===== config.mk =====
export PLATFORM = sky130hd
export DESIGN_NAME = sort_arbiter_flat
export DESIGN_NICKNAME = d
export VERILOG_FILES = /design/src/rtl/sort_arbiter_pkg.sv /design/src/rtl/sort_arbiter_if.sv /design/src/rtl/sort_arbiter_rr_pick.sv /design/src/rtl/sort_arbiter.sv /design/src/flat_wrapper.sv
export SDC_FILE = /design/constraint.sdc
export NUM_CORES = 1
export LEC_CHECK = 0
export BUFFER_PORTS_ARGS = -buffer_cell sky130_fd_sc_hd__buf_2
export CORE_ASPECT_RATIO = 1.25
export CORE_MARGIN = 5
export CORE_UTILIZATION = 50
export DETAILED_ROUTE_END_ITERATION = 12
export GPL_ROUTABILITY_DRIVEN = 0
export GPL_TIMING_DRIVEN = 0
export HOLD_SLACK_MARGIN = 0.03
export PLACE_DENSITY = 0.88
export SLEW_MARGIN = 10
export SYNTH_ARGS = -nofsm -noshare
export SYNTH_HDL_FRONTEND = slang
export SYNTH_SLANG_ARGS = --single-unit

===== constraint.sdc =====
create_clock -name clk_i -period 4.23 [get_ports clk_i]
set_input_delay 0.846 -clock clk_i [delete_from_list [all_inputs] [get_ports clk_i]]
set_output_delay 0.846 -clock clk_i [all_outputs]
set_load 0.005 [all_outputs]

===== src/rtl/sort_arbiter_pkg.sv =====
// Shared types and helpers for the sorter-front arbiter.
// No logic; provides the FSM state encoding and width/length helpers.
// Ports: none (package).
package sort_arb_pkg;

    typedef enum logic [1:0] {
        IDLE     = 2'd0,
        PASS     = 2'd1,
        DROP     = 2'd2,
        WAIT_RES = 2'd3
    } state_t;

    // Width of a requester index; never narrower than one bit.
    function automatic int idw(input int n);
        return (n > 1) ? $clog2(n) : 1;
    endfunction

    // Longest packet the sorter can hold.
    function automatic int maxlen(input int aw);
        return 1 << aw;
    endfunction

endpackage


===== src/rtl/sort_arbiter_if.sv =====
// Bundle of requester-side and sorter-side signals around the arbiter.
// Combinational wires only; no latency of its own.
// Backpressure: none here; granting is gated by sort_busy_i inside the arbiter.
// master = arbiter view, slave = requesters/sorter view.
interface sort_arbiter_if #(
    parameter int NREQ   = 4,
    parameter int DWIDTH = 8
);
    localparam int IDW = sort_arb_pkg::idw(NREQ);

    // requester side
    logic [NREQ-1:0]        req_i;
    logic [NREQ*DWIDTH-1:0] data_i;
    logic [NREQ-1:0]        sop_i;
    logic [NREQ-1:0]        eop_i;
    logic [NREQ-1:0]        val_i;
    logic [NREQ-1:0]        gnt_o;
    logic                   trunc_o;

    // towards the sorter input
    logic [DWIDTH-1:0]      sort_data_o;
    logic                   sort_sop_o;
    logic                   sort_eop_o;
    logic                   sort_val_o;

    // back from the sorter
    logic                   sort_busy_i;
    logic [DWIDTH-1:0]      sort_data_i;
    logic                   sort_sop_i;
    logic                   sort_eop_i;
    logic                   sort_val_i;

    // tagged result stream
    logic [DWIDTH-1:0]      res_data_o;
    logic                   res_sop_o;
    logic                   res_eop_o;
    logic                   res_val_o;
    logic [IDW-1:0]         res_id_o;

    modport master (
        input  req_i, data_i, sop_i, eop_i, val_i,
        input  sort_busy_i, sort_data_i, sort_sop_i, sort_eop_i, sort_val_i,
        output gnt_o, trunc_o,
        output sort_data_o, sort_sop_o, sort_eop_o, sort_val_o,
        output res_data_o, res_sop_o, res_eop_o, res_val_o, res_id_o
    );

    modport slave (
        output req_i, data_i, sop_i, eop_i, val_i,
        output sort_busy_i, sort_data_i, sort_sop_i, sort_eop_i, sort_val_i,
        input  gnt_o, trunc_o,
        input  sort_data_o, sort_sop_o, sort_eop_o, sort_val_o,
        input  res_data_o, res_sop_o, res_eop_o, res_val_o, res_id_o
    );

endinterface


===== src/rtl/sort_arbiter_rr_pick.sv =====
// Round-robin picker: first requester strictly after 'last', wrapping around.
// Latency: purely combinational.
// Backpressure: none; gnt is all-zero when no request is pending.
// Ports: req (pending requests), last (previous winner) -> gnt (one-hot), idx (winner index).
module rr_pick #(
    parameter int N   = 4,
    parameter int IDW = 2
) (
    input  logic [N-1:0]   req,
    input  logic [IDW-1:0] last,
    output logic [N-1:0]   gnt,
    output logic [IDW-1:0] idx
);

    logic [2*N-1:0] w_dbl;
    logic [N-1:0]   w_rot;
    logic [IDW:0]   w_sh;
    logic [IDW:0]   w_sum;
    logic [IDW-1:0] w_off;
    logic           w_found;

    always_comb begin
        // Rotating the doubled vector right by last+1 puts the highest-priority
        // requester at bit 0, so a plain lowest-set-bit search does the job.
        w_dbl   = {req, req};
        w_sh    = {1'b0, last} + {{IDW{1'b0}}, 1'b1};
        w_rot   = N'(w_dbl >> w_sh);
        w_found = 1'b0;
        w_off   = '0;
        for (int i = 0; i < N; i++) begin
            if (!w_found && w_rot[i]) begin
                w_found = 1'b1;
                w_off   = IDW'(i);
            end
        end
        // last+1+offset is below 2N, so one conditional subtract is a full modulo.
        w_sum = w_sh + {1'b0, w_off};
        if (w_sum >= (IDW+1)'(N)) begin
            w_sum = w_sum - (IDW+1)'(N);
        end
        idx = w_sum[IDW-1:0];
        gnt = '0;
        if (w_found) begin
            gnt[idx] = 1'b1;
        end
    end

endmodule


===== src/rtl/sort_arbiter.sv =====
// Shares one sorter between NREQ sources: round-robin grant, forward owner packet, tag results.
// Latency: req->gnt 1 cycle, owner word->sort_* 1 cycle, sorter output->res_* 1 cycle.
// Backpressure: no new grant while sort_busy_i=1 or until the previous sorted result's eop.
// Ports: clk_i, srst_i (sync, active-low); bus.master carries requester, sorter and result signals.
module sort_arbiter
    import sort_arb_pkg::*;
#(
    parameter int NREQ   = 4,
    parameter int DWIDTH = 8,
    parameter int AWIDTH = 3
) (
    input  logic           clk_i,
    input  logic           srst_i,
    sort_arbiter_if.master bus
);

    localparam int IDW    = idw(NREQ);
    localparam int MAXLEN = maxlen(AWIDTH);
    localparam logic [AWIDTH-1:0] CNT_LAST = AWIDTH'(MAXLEN - 1);
    // Reset 'last' to the top index so requester 0 is first in line.
    localparam logic [IDW-1:0]    LAST_RST = IDW'(NREQ - 1);

    state_t              r_state, w_state_nxt;
    logic [NREQ-1:0]     r_gnt, w_gnt_nxt;
    logic [IDW-1:0]      r_owner, w_owner_nxt;
    logic [IDW-1:0]      r_last, w_last_nxt;
    logic [AWIDTH-1:0]   r_cnt, w_cnt_nxt;
    logic                r_trunc, w_trunc_nxt;
    logic [DWIDTH-1:0]   r_sort_data, w_sort_data_nxt;
    logic                r_sort_sop, w_sort_sop_nxt;
    logic                r_sort_eop, w_sort_eop_nxt;
    logic                r_sort_val, w_sort_val_nxt;

    logic [DWIDTH-1:0]   r_res_data;
    logic                r_res_sop, r_res_eop, r_res_val;
    logic [IDW-1:0]      r_res_id;

    logic [NREQ-1:0]     w_pick_gnt;
    logic [IDW-1:0]      w_pick_idx;
    logic                w_own_val, w_own_sop, w_own_eop;
    logic [DWIDTH-1:0]   w_own_data;

    rr_pick #(
        .N   (NREQ),
        .IDW (IDW)
    ) u_pick (
        .req  (bus.req_i),
        .last (r_last),
        .gnt  (w_pick_gnt),
        .idx  (w_pick_idx)
    );

    // Only the owner's lane is ever looked at; all other lanes are ignored.
    assign w_own_val  = bus.val_i[r_owner];
    assign w_own_sop  = bus.sop_i[r_owner];
    assign w_own_eop  = bus.eop_i[r_owner];
    assign w_own_data = bus.data_i[r_owner*DWIDTH +: DWIDTH];

    always_comb begin
        w_state_nxt     = r_state;
        w_gnt_nxt       = r_gnt;
        w_owner_nxt     = r_owner;
        w_last_nxt      = r_last;
        w_cnt_nxt       = r_cnt;
        w_trunc_nxt     = 1'b0;
        w_sort_data_nxt = r_sort_data;
        w_sort_sop_nxt  = 1'b0;
        w_sort_eop_nxt  = 1'b0;
        w_sort_val_nxt  = 1'b0;

        case (r_state)
            IDLE: begin
                if ((|bus.req_i) && !bus.sort_busy_i) begin
                    w_gnt_nxt   = w_pick_gnt;
                    w_owner_nxt = w_pick_idx;
                    w_last_nxt  = w_pick_idx;
                    w_cnt_nxt   = '0;
                    w_state_nxt = PASS;
                end
            end
            PASS: begin
                if (w_own_val) begin
                    w_sort_data_nxt = w_own_data;
                    w_sort_sop_nxt  = w_own_sop;
                    w_sort_val_nxt  = 1'b1;
                    w_cnt_nxt       = r_cnt + AWIDTH'(1);
                    if (w_own_eop) begin
                        w_sort_eop_nxt = 1'b1;
                        w_gnt_nxt      = '0;
                        w_state_nxt    = WAIT_RES;
                    end else if (r_cnt == CNT_LAST) begin
                        // Sorter is full: close its packet here and swallow the rest.
                        w_sort_eop_nxt = 1'b1;
                        w_trunc_nxt    = 1'b1;
                        w_state_nxt    = DROP;
                    end
                end
            end
            DROP: begin
                if (w_own_val && w_own_eop) begin
                    w_gnt_nxt   = '0;
                    w_state_nxt = WAIT_RES;
                end
            end
            WAIT_RES: begin
                if (bus.sort_val_i && bus.sort_eop_i) begin
                    w_state_nxt = IDLE;
                end
            end
            default: begin
                w_state_nxt = IDLE;
            end
        endcase
    end

    always_ff @(posedge clk_i) begin
        if (!srst_i) begin
            r_state     <= IDLE;
            r_gnt       <= '0;
            r_owner     <= '0;
            r_last      <= LAST_RST;
            r_cnt       <= '0;
            r_trunc     <= 1'b0;
            r_sort_data <= '0;
            r_sort_sop  <= 1'b0;
            r_sort_eop  <= 1'b0;
            r_sort_val  <= 1'b0;
        end else begin
            r_state     <= w_state_nxt;
            r_gnt       <= w_gnt_nxt;
            r_owner     <= w_owner_nxt;
            r_last      <= w_last_nxt;
            r_cnt       <= w_cnt_nxt;
            r_trunc     <= w_trunc_nxt;
            r_sort_data <= w_sort_data_nxt;
            r_sort_sop  <= w_sort_sop_nxt;
            r_sort_eop  <= w_sort_eop_nxt;
            r_sort_val  <= w_sort_val_nxt;
        end
    end

    // Result path runs in every state. The owner only changes on a new grant,
    // which cannot happen before the result eop, so the tag stays correct.
    always_ff @(posedge clk_i) begin
        if (!srst_i) begin
            r_res_data <= '0;
            r_res_sop  <= 1'b0;
            r_res_eop  <= 1'b0;
            r_res_val  <= 1'b0;
            r_res_id   <= '0;
        end else begin
            r_res_data <= bus.sort_data_i;
            r_res_sop  <= bus.sort_sop_i;
            r_res_eop  <= bus.sort_eop_i;
            r_res_val  <= bus.sort_val_i;
            r_res_id   <= r_owner;
        end
    end

    assign bus.gnt_o       = r_gnt;
    assign bus.trunc_o     = r_trunc;
    assign bus.sort_data_o = r_sort_data;
    assign bus.sort_sop_o  = r_sort_sop;
    assign bus.sort_eop_o  = r_sort_eop;
    assign bus.sort_val_o  = r_sort_val;
    assign bus.res_data_o  = r_res_data;
    assign bus.res_sop_o   = r_res_sop;
    assign bus.res_eop_o   = r_res_eop;
    assign bus.res_val_o   = r_res_val;
    assign bus.res_id_o    = r_res_id;

endmodule

===== src/flat_wrapper.sv =====
// flat-port wrapper written by rule: the top's interface ports become plain ports
module sort_arbiter_flat import sort_arb_pkg::*;
#(
    parameter int NREQ   = 4,
    parameter int DWIDTH = 8,
    parameter int AWIDTH = 3
)
  (clk_i, srst_i, bus_req_i, bus_data_i, bus_sop_i, bus_eop_i, bus_val_i, bus_sort_busy_i, bus_sort_data_i, bus_sort_sop_i, bus_sort_eop_i, bus_sort_val_i, bus_gnt_o, bus_trunc_o, bus_sort_data_o, bus_sort_sop_o, bus_sort_eop_o, bus_sort_val_o, bus_res_data_o, bus_res_sop_o, bus_res_eop_o, bus_res_val_o, bus_res_id_o);
  sort_arbiter_if #(.NREQ(NREQ), .DWIDTH(DWIDTH)) bus_i ();
  input  logic clk_i;
  input  logic srst_i;
  input wire logic [$bits(bus_i.req_i)-1:0] bus_req_i;
  input wire logic [$bits(bus_i.data_i)-1:0] bus_data_i;
  input wire logic [$bits(bus_i.sop_i)-1:0] bus_sop_i;
  input wire logic [$bits(bus_i.eop_i)-1:0] bus_eop_i;
  input wire logic [$bits(bus_i.val_i)-1:0] bus_val_i;
  input wire logic [$bits(bus_i.sort_busy_i)-1:0] bus_sort_busy_i;
  input wire logic [$bits(bus_i.sort_data_i)-1:0] bus_sort_data_i;
  input wire logic [$bits(bus_i.sort_sop_i)-1:0] bus_sort_sop_i;
  input wire logic [$bits(bus_i.sort_eop_i)-1:0] bus_sort_eop_i;
  input wire logic [$bits(bus_i.sort_val_i)-1:0] bus_sort_val_i;
  output wire logic [$bits(bus_i.gnt_o)-1:0] bus_gnt_o;
  output wire logic [$bits(bus_i.trunc_o)-1:0] bus_trunc_o;
  output wire logic [$bits(bus_i.sort_data_o)-1:0] bus_sort_data_o;
  output wire logic [$bits(bus_i.sort_sop_o)-1:0] bus_sort_sop_o;
  output wire logic [$bits(bus_i.sort_eop_o)-1:0] bus_sort_eop_o;
  output wire logic [$bits(bus_i.sort_val_o)-1:0] bus_sort_val_o;
  output wire logic [$bits(bus_i.res_data_o)-1:0] bus_res_data_o;
  output wire logic [$bits(bus_i.res_sop_o)-1:0] bus_res_sop_o;
  output wire logic [$bits(bus_i.res_eop_o)-1:0] bus_res_eop_o;
  output wire logic [$bits(bus_i.res_val_o)-1:0] bus_res_val_o;
  output wire logic [$bits(bus_i.res_id_o)-1:0] bus_res_id_o;
  assign bus_i.req_i = bus_req_i;
  assign bus_i.data_i = bus_data_i;
  assign bus_i.sop_i = bus_sop_i;
  assign bus_i.eop_i = bus_eop_i;
  assign bus_i.val_i = bus_val_i;
  assign bus_i.sort_busy_i = bus_sort_busy_i;
  assign bus_i.sort_data_i = bus_sort_data_i;
  assign bus_i.sort_sop_i = bus_sort_sop_i;
  assign bus_i.sort_eop_i = bus_sort_eop_i;
  assign bus_i.sort_val_i = bus_sort_val_i;
  assign bus_gnt_o = bus_i.gnt_o;
  assign bus_trunc_o = bus_i.trunc_o;
  assign bus_sort_data_o = bus_i.sort_data_o;
  assign bus_sort_sop_o = bus_i.sort_sop_o;
  assign bus_sort_eop_o = bus_i.sort_eop_o;
  assign bus_sort_val_o = bus_i.sort_val_o;
  assign bus_res_data_o = bus_i.res_data_o;
  assign bus_res_sop_o = bus_i.res_sop_o;
  assign bus_res_eop_o = bus_i.res_eop_o;
  assign bus_res_val_o = bus_i.res_val_o;
  assign bus_res_id_o = bus_i.res_id_o;
  sort_arbiter #(.NREQ(NREQ), .DWIDTH(DWIDTH), .AWIDTH(AWIDTH)) u_core (.clk_i(clk_i), .srst_i(srst_i), .bus(bus_i));
endmodule

==> run_results.csv <==
group,metric,value,unit
sta,setup_violations,0,
power,power.internal,0.000848,W
cells_and_area,post_route_cells_drive_above_1_share,38.6,%
global_routing,grt_antenna_before_repair,0,
critical_path,crit_fanout,8,
routing,dr_wl_met2,2.50,mm
routing,detail_route.wirelength.met1,1.87,mm
synthesis,postSynth.topFlopCell,"sky130_fd_sc_hd__dfxtp_1",
synthesis,synthDominantCellAreaShare,39.4,%
synthesis,leading_area_contributor_after_synthesis,"sky130_fd_sc_hd__dfxtp_1",
cells_and_area,areaGrowthSynthToFinish,30.2,%
clock_tree,post_cts.resized_instances,0,
power,seq_power_share,35.2,%
clock_tree,cts.root.buffer_cell,"sky130_fd_sc_hd__clkbuf_8",
place,dp_hpwl,3.79,mm
floorplanning,start_util,51.4,%
cells_and_area,finish.net_count,361,
critical_path,crit-reg2reg-capture,"u_core.r_last[1]$_SDFFE_PN1P_",
place,number_of_buffers_inserted_by_port_buffering,85,
power,p_sw,0.000443,W
sta,fin_tns_setup,0,ps
status,run_status,"completed",
cells_and_area,design_area,0.00251,mm²
floorplanning,design.die.area,0.00521,mm²
sta,final_period_util,58.1,%
power,leakagePower,1.25,nW
sta,hold_viol_final,0,
sta,timing.fmax,407,MHz
sta,timing.hold.ws,464,ps
clock_tree,tritoncts.num_buffers,5,
synthesis,synth.net_count,269,
floorplanning,die_height,79.5,µm
routing,postRouteWirelength,4.70,mm
synthesis,syn_area_per_cell,9.65,µm²
critical_path,timing.setup.critical_path_class,"in2reg",
critical_path,required,4360,ps
critical_path,delay_contributed_by_the_slowest_stage_of_the_critical_path,470,ps
critical_path,category_of_the_worst_setup_path_capture_point,"flop",
clock_tree,cts_tree,"yes",
clock_tree,clock_latency,280,ps
routing,initialDrtViolationCount,79,
floorplanning,core.rowCount,25,
sta,timing.final.max_slew_violations,0,
synthesis,synth.cell_area,0.00193,mm²
global_routing,grt_usage,19.6,%
power,comb_power_share,42.0,%
clock_tree,cts_hold_buffers,0,
sta,timing_worst_slew_pin_value,571,ps
critical_path,crit_path_cell_trace,"buf_2, nor2_1, a221oi_1, a21oi_1, a211oi_1, ha_1, xnor2_1, xnor2_1, o311ai_0",
cells_and_area,mostFrequentLayoutCells,"92 x sky130_fd_sc_hd__buf_2, 38 x sky130_fd_sc_hd__dfxtp_1, 18 x sky130_fd_sc_hd__nor2_1, 18 x sky130_fd_sc_hd__nand2_1, 14 x sky130_fd_sc_hd__and2_1",
clock_tree,cts_max_level,2,
clock_tree,ctsLongestPathBuffers,2,
clock_tree,post_cts_buffers,0,
routing,top_layer,"met4",
floorplanning,fp.dieW,65.6,µm
synthesis,synth_enable_flop_cells,0,
power,switching_share,34.3,%
routing,post-route-drc-count,0,
hold_path,worstHoldPathCells,2,
routing,drt_pass1_iterations,4,
clock_tree,clk_transition_reported_paths,70,ps
synthesis,post_synth_num_cell_types,41,
routing,number_of_vias_after_detailed_routing,1768,
routing,vias_per_cell,5.31,
sta,rsz0062_at_grt,"no",
critical_path,r2r_cells,10,
global_routing,grt_pass1_wl,7.88,mm
power,vdd.ir_drop.worst,0.000393,V
global_routing,grt_remaining_overflow,0,
synthesis,synth.top_cells.by_area,"sky130_fd_sc_hd__dfxtp_1 39%, sky130_fd_sc_hd__mux4_2 12%, sky130_fd_sc_hd__and2_1 4.5%, sky130_fd_sc_hd__ha_1 4.5%, sky130_fd_sc_hd__mux2i_1 4.2%",
routing,met3RoutedLength,197,µm
hold_path,min-delay-path-class,"reg2reg",
synthesis,synth_warnings,0,
routing,post_drt_wl_per_cell,14.1,µm
synthesis,synth_cells,200,
sta,finalCriticalPeriod,2460,ps
place,detailed_place.area,0.00240,mm²
critical_path,signal_arrival_time_at_the_worst_endpoint,2590,ps
floorplanning,design.portCount,91,
critical_path,critical_path.top_delay_family,"compound AO/OA/AOI/OAI gates",
critical_path,crit_path_top_delay_cell,"sky130_fd_sc_hd__xnor2_1",
hold_path,min-delay-start,"u_core.bus.gnt_o[3]$_SDFFE_PN0P_",
critical_path,path_buf_inv,1,
synthesis,asyncSetResetFlopFracSynth,0,%
power,power.density_cell_area,514,mW/mm²
global_routing,first_global_vias,1770,
floorplanning,core,0.00375,mm²
routing,antenna_violating_nets_post_route,0,
sta,worst_slew_margin_rel,62.0,%
job,cap_viol_max_count,0,
critical_path,worst-r2r-setup-slack,1970,ps
synthesis,yosys_register_bits,38,
place,place_ws,1480,ps
cells_and_area,antenna_cells_inserted,0,
sta,postLayoutSetupSlackWorst,1770,ps
cells_and_area,final_common_cell,"sky130_fd_sc_hd__buf_2",
critical_path,timing.critical_path.from_type,"primary input",
clock_tree,clkSinkCount,38,
sta,clock-skew-final,3.22,ps
critical_path,crit_path_frequent_cell,"sky130_fd_sc_hd__xnor2_1",
global_routing,pin_count_of_the_biggest_net_entering_global_routing,12,
power,clock_power_share,22.8,%
hold_path,min_to,"u_core.bus.gnt_o[3]$_SDFFE_PN0P_",
critical_path,worst_r2r_startpoint,"u_core.r_last[0]$_SDFFE_PN1P_",
power,total_power,0.00129,W
synthesis,synth_seq_area_share,39.4,%
==> per-layer routing <==
layer,track usage [%],vias up
li1,-,890
met1,22.3,821
met2,34.3,46
met3,3.80,11
met4,9.96,0
met5,0,-
==> worst max-delay path by stage <==
stage               slack (ps)  cells past startpoint         start                       endpoint
floorplan                 1790                      9  bus_req_i[1]  u_core.r_last[1]$_SDFFE_PN1P_
global placement          1530                      9  bus_req_i[1]  u_core.r_last[1]$_SDFFE_PN1P_
detailed placement        1480                      9  bus_req_i[1]  u_core.r_last[1]$_SDFFE_PN1P_
CTS                       1760                      9  bus_req_i[1]  u_core.r_last[1]$_SDFFE_PN1P_
global route              1540                      9  bus_req_i[1]  u_core.r_last[1]$_SDFFE_PN1P_
finish                    1770                      9  bus_req_i[1]  u_core.r_last[1]$_SDFFE_PN1P_
==> power groups by stage <==
stage                     Clock, W  Sequential, W  Combinational [W]
after floorplan                  0       0.000462           0.000390
after global placement           0       0.000460           0.000524
after detailed placement         0       0.000463           0.000540
after CTS                 0.000301       0.000455           0.000542
after global routing      0.000313       0.000463           0.000607
final                     0.000294       0.000454           0.000542
==> cells in the mapped netlist, types with 3 or more instances <==
library cell,count
sky130_fd_sc_hd__a21oi_1,6
sky130_fd_sc_hd__and2_1,14
sky130_fd_sc_hd__buf_2,7
sky130_fd_sc_hd__clkbuf_1,6
sky130_fd_sc_hd__dfxtp_1,38
sky130_fd_sc_hd__ha_1,7
sky130_fd_sc_hd__inv_1,9
sky130_fd_sc_hd__mux2i_1,8
sky130_fd_sc_hd__mux4_2,10
sky130_fd_sc_hd__nand2_1,18
sky130_fd_sc_hd__nor2_1,18
sky130_fd_sc_hd__nor2b_1,10
sky130_fd_sc_hd__nor4_1,4
sky130_fd_sc_hd__o21a_1,3
sky130_fd_sc_hd__o21ai_0,6
sky130_fd_sc_hd__o22ai_1,4
==> sequential cells by signal, summed over array words and instances, names as in the netlist <==
signal	count
u_core.bus.sort_sop_o	1
u_core.bus.gnt_o	4
u_core.bus.res_val_o	1
u_core.r_cnt	3
u_core.r_state	2
u_core.r_owner	2
u_core.r_last	2
u_core.bus.sort_val_o	1
u_core.bus.res_sop_o	1
u_core.bus.sort_data_o	8
u_core.bus.res_eop_o	1
u_core.bus.trunc_o	1
u_core.bus.res_id_o	2
u_core.bus.sort_eop_o	1
u_core.bus.res_data_o	8
==> per-stage QoR <==
step                std cells  utilization [%]
floorplan                 200                -
global placement          325             64.1
detailed placement        325             64.1
CTS                       333             66.9
global route              333             66.9
finish                    333             66.9
==> area by class of cell <==
class	count	area, µm²
fill	320	1240
tap	40	50.0
clock buffer	7	76.3
buffer	14	61.3
multi-input combinational	139	1070
clock inverter	1	30.0
sequential	38	761
timing repair buffer	85	425
inverter	9	33.8
==> cell families (layout without fill, tap and decap cells) <==
kind of cell             Yosys count  count (layout)  share of synthesized area [%]
flip-flops                        38              38                           39.4
AO/OA/AOI/OAI                     33              33                           11.6
XOR/XNOR                           2               2                          0.908
adder cells (fa/ha/maj)            8               8                           5.06
buffers and inverters             23             116                           4.93
multiplexers                      19              19                           17.2
AND/OR/NAND/NOR                   77              77                           20.9
==> worst min-delay path: cells and delay by family (launching register included) <==
| kind | cells | cell delay (ps) |
|---|---|---|
| compound gates | 1 | 60 |
| flops | 1 | 310 |
| simple gates | 1 | 50 |
Note: power is estimated with default switching activity, not from simulation.
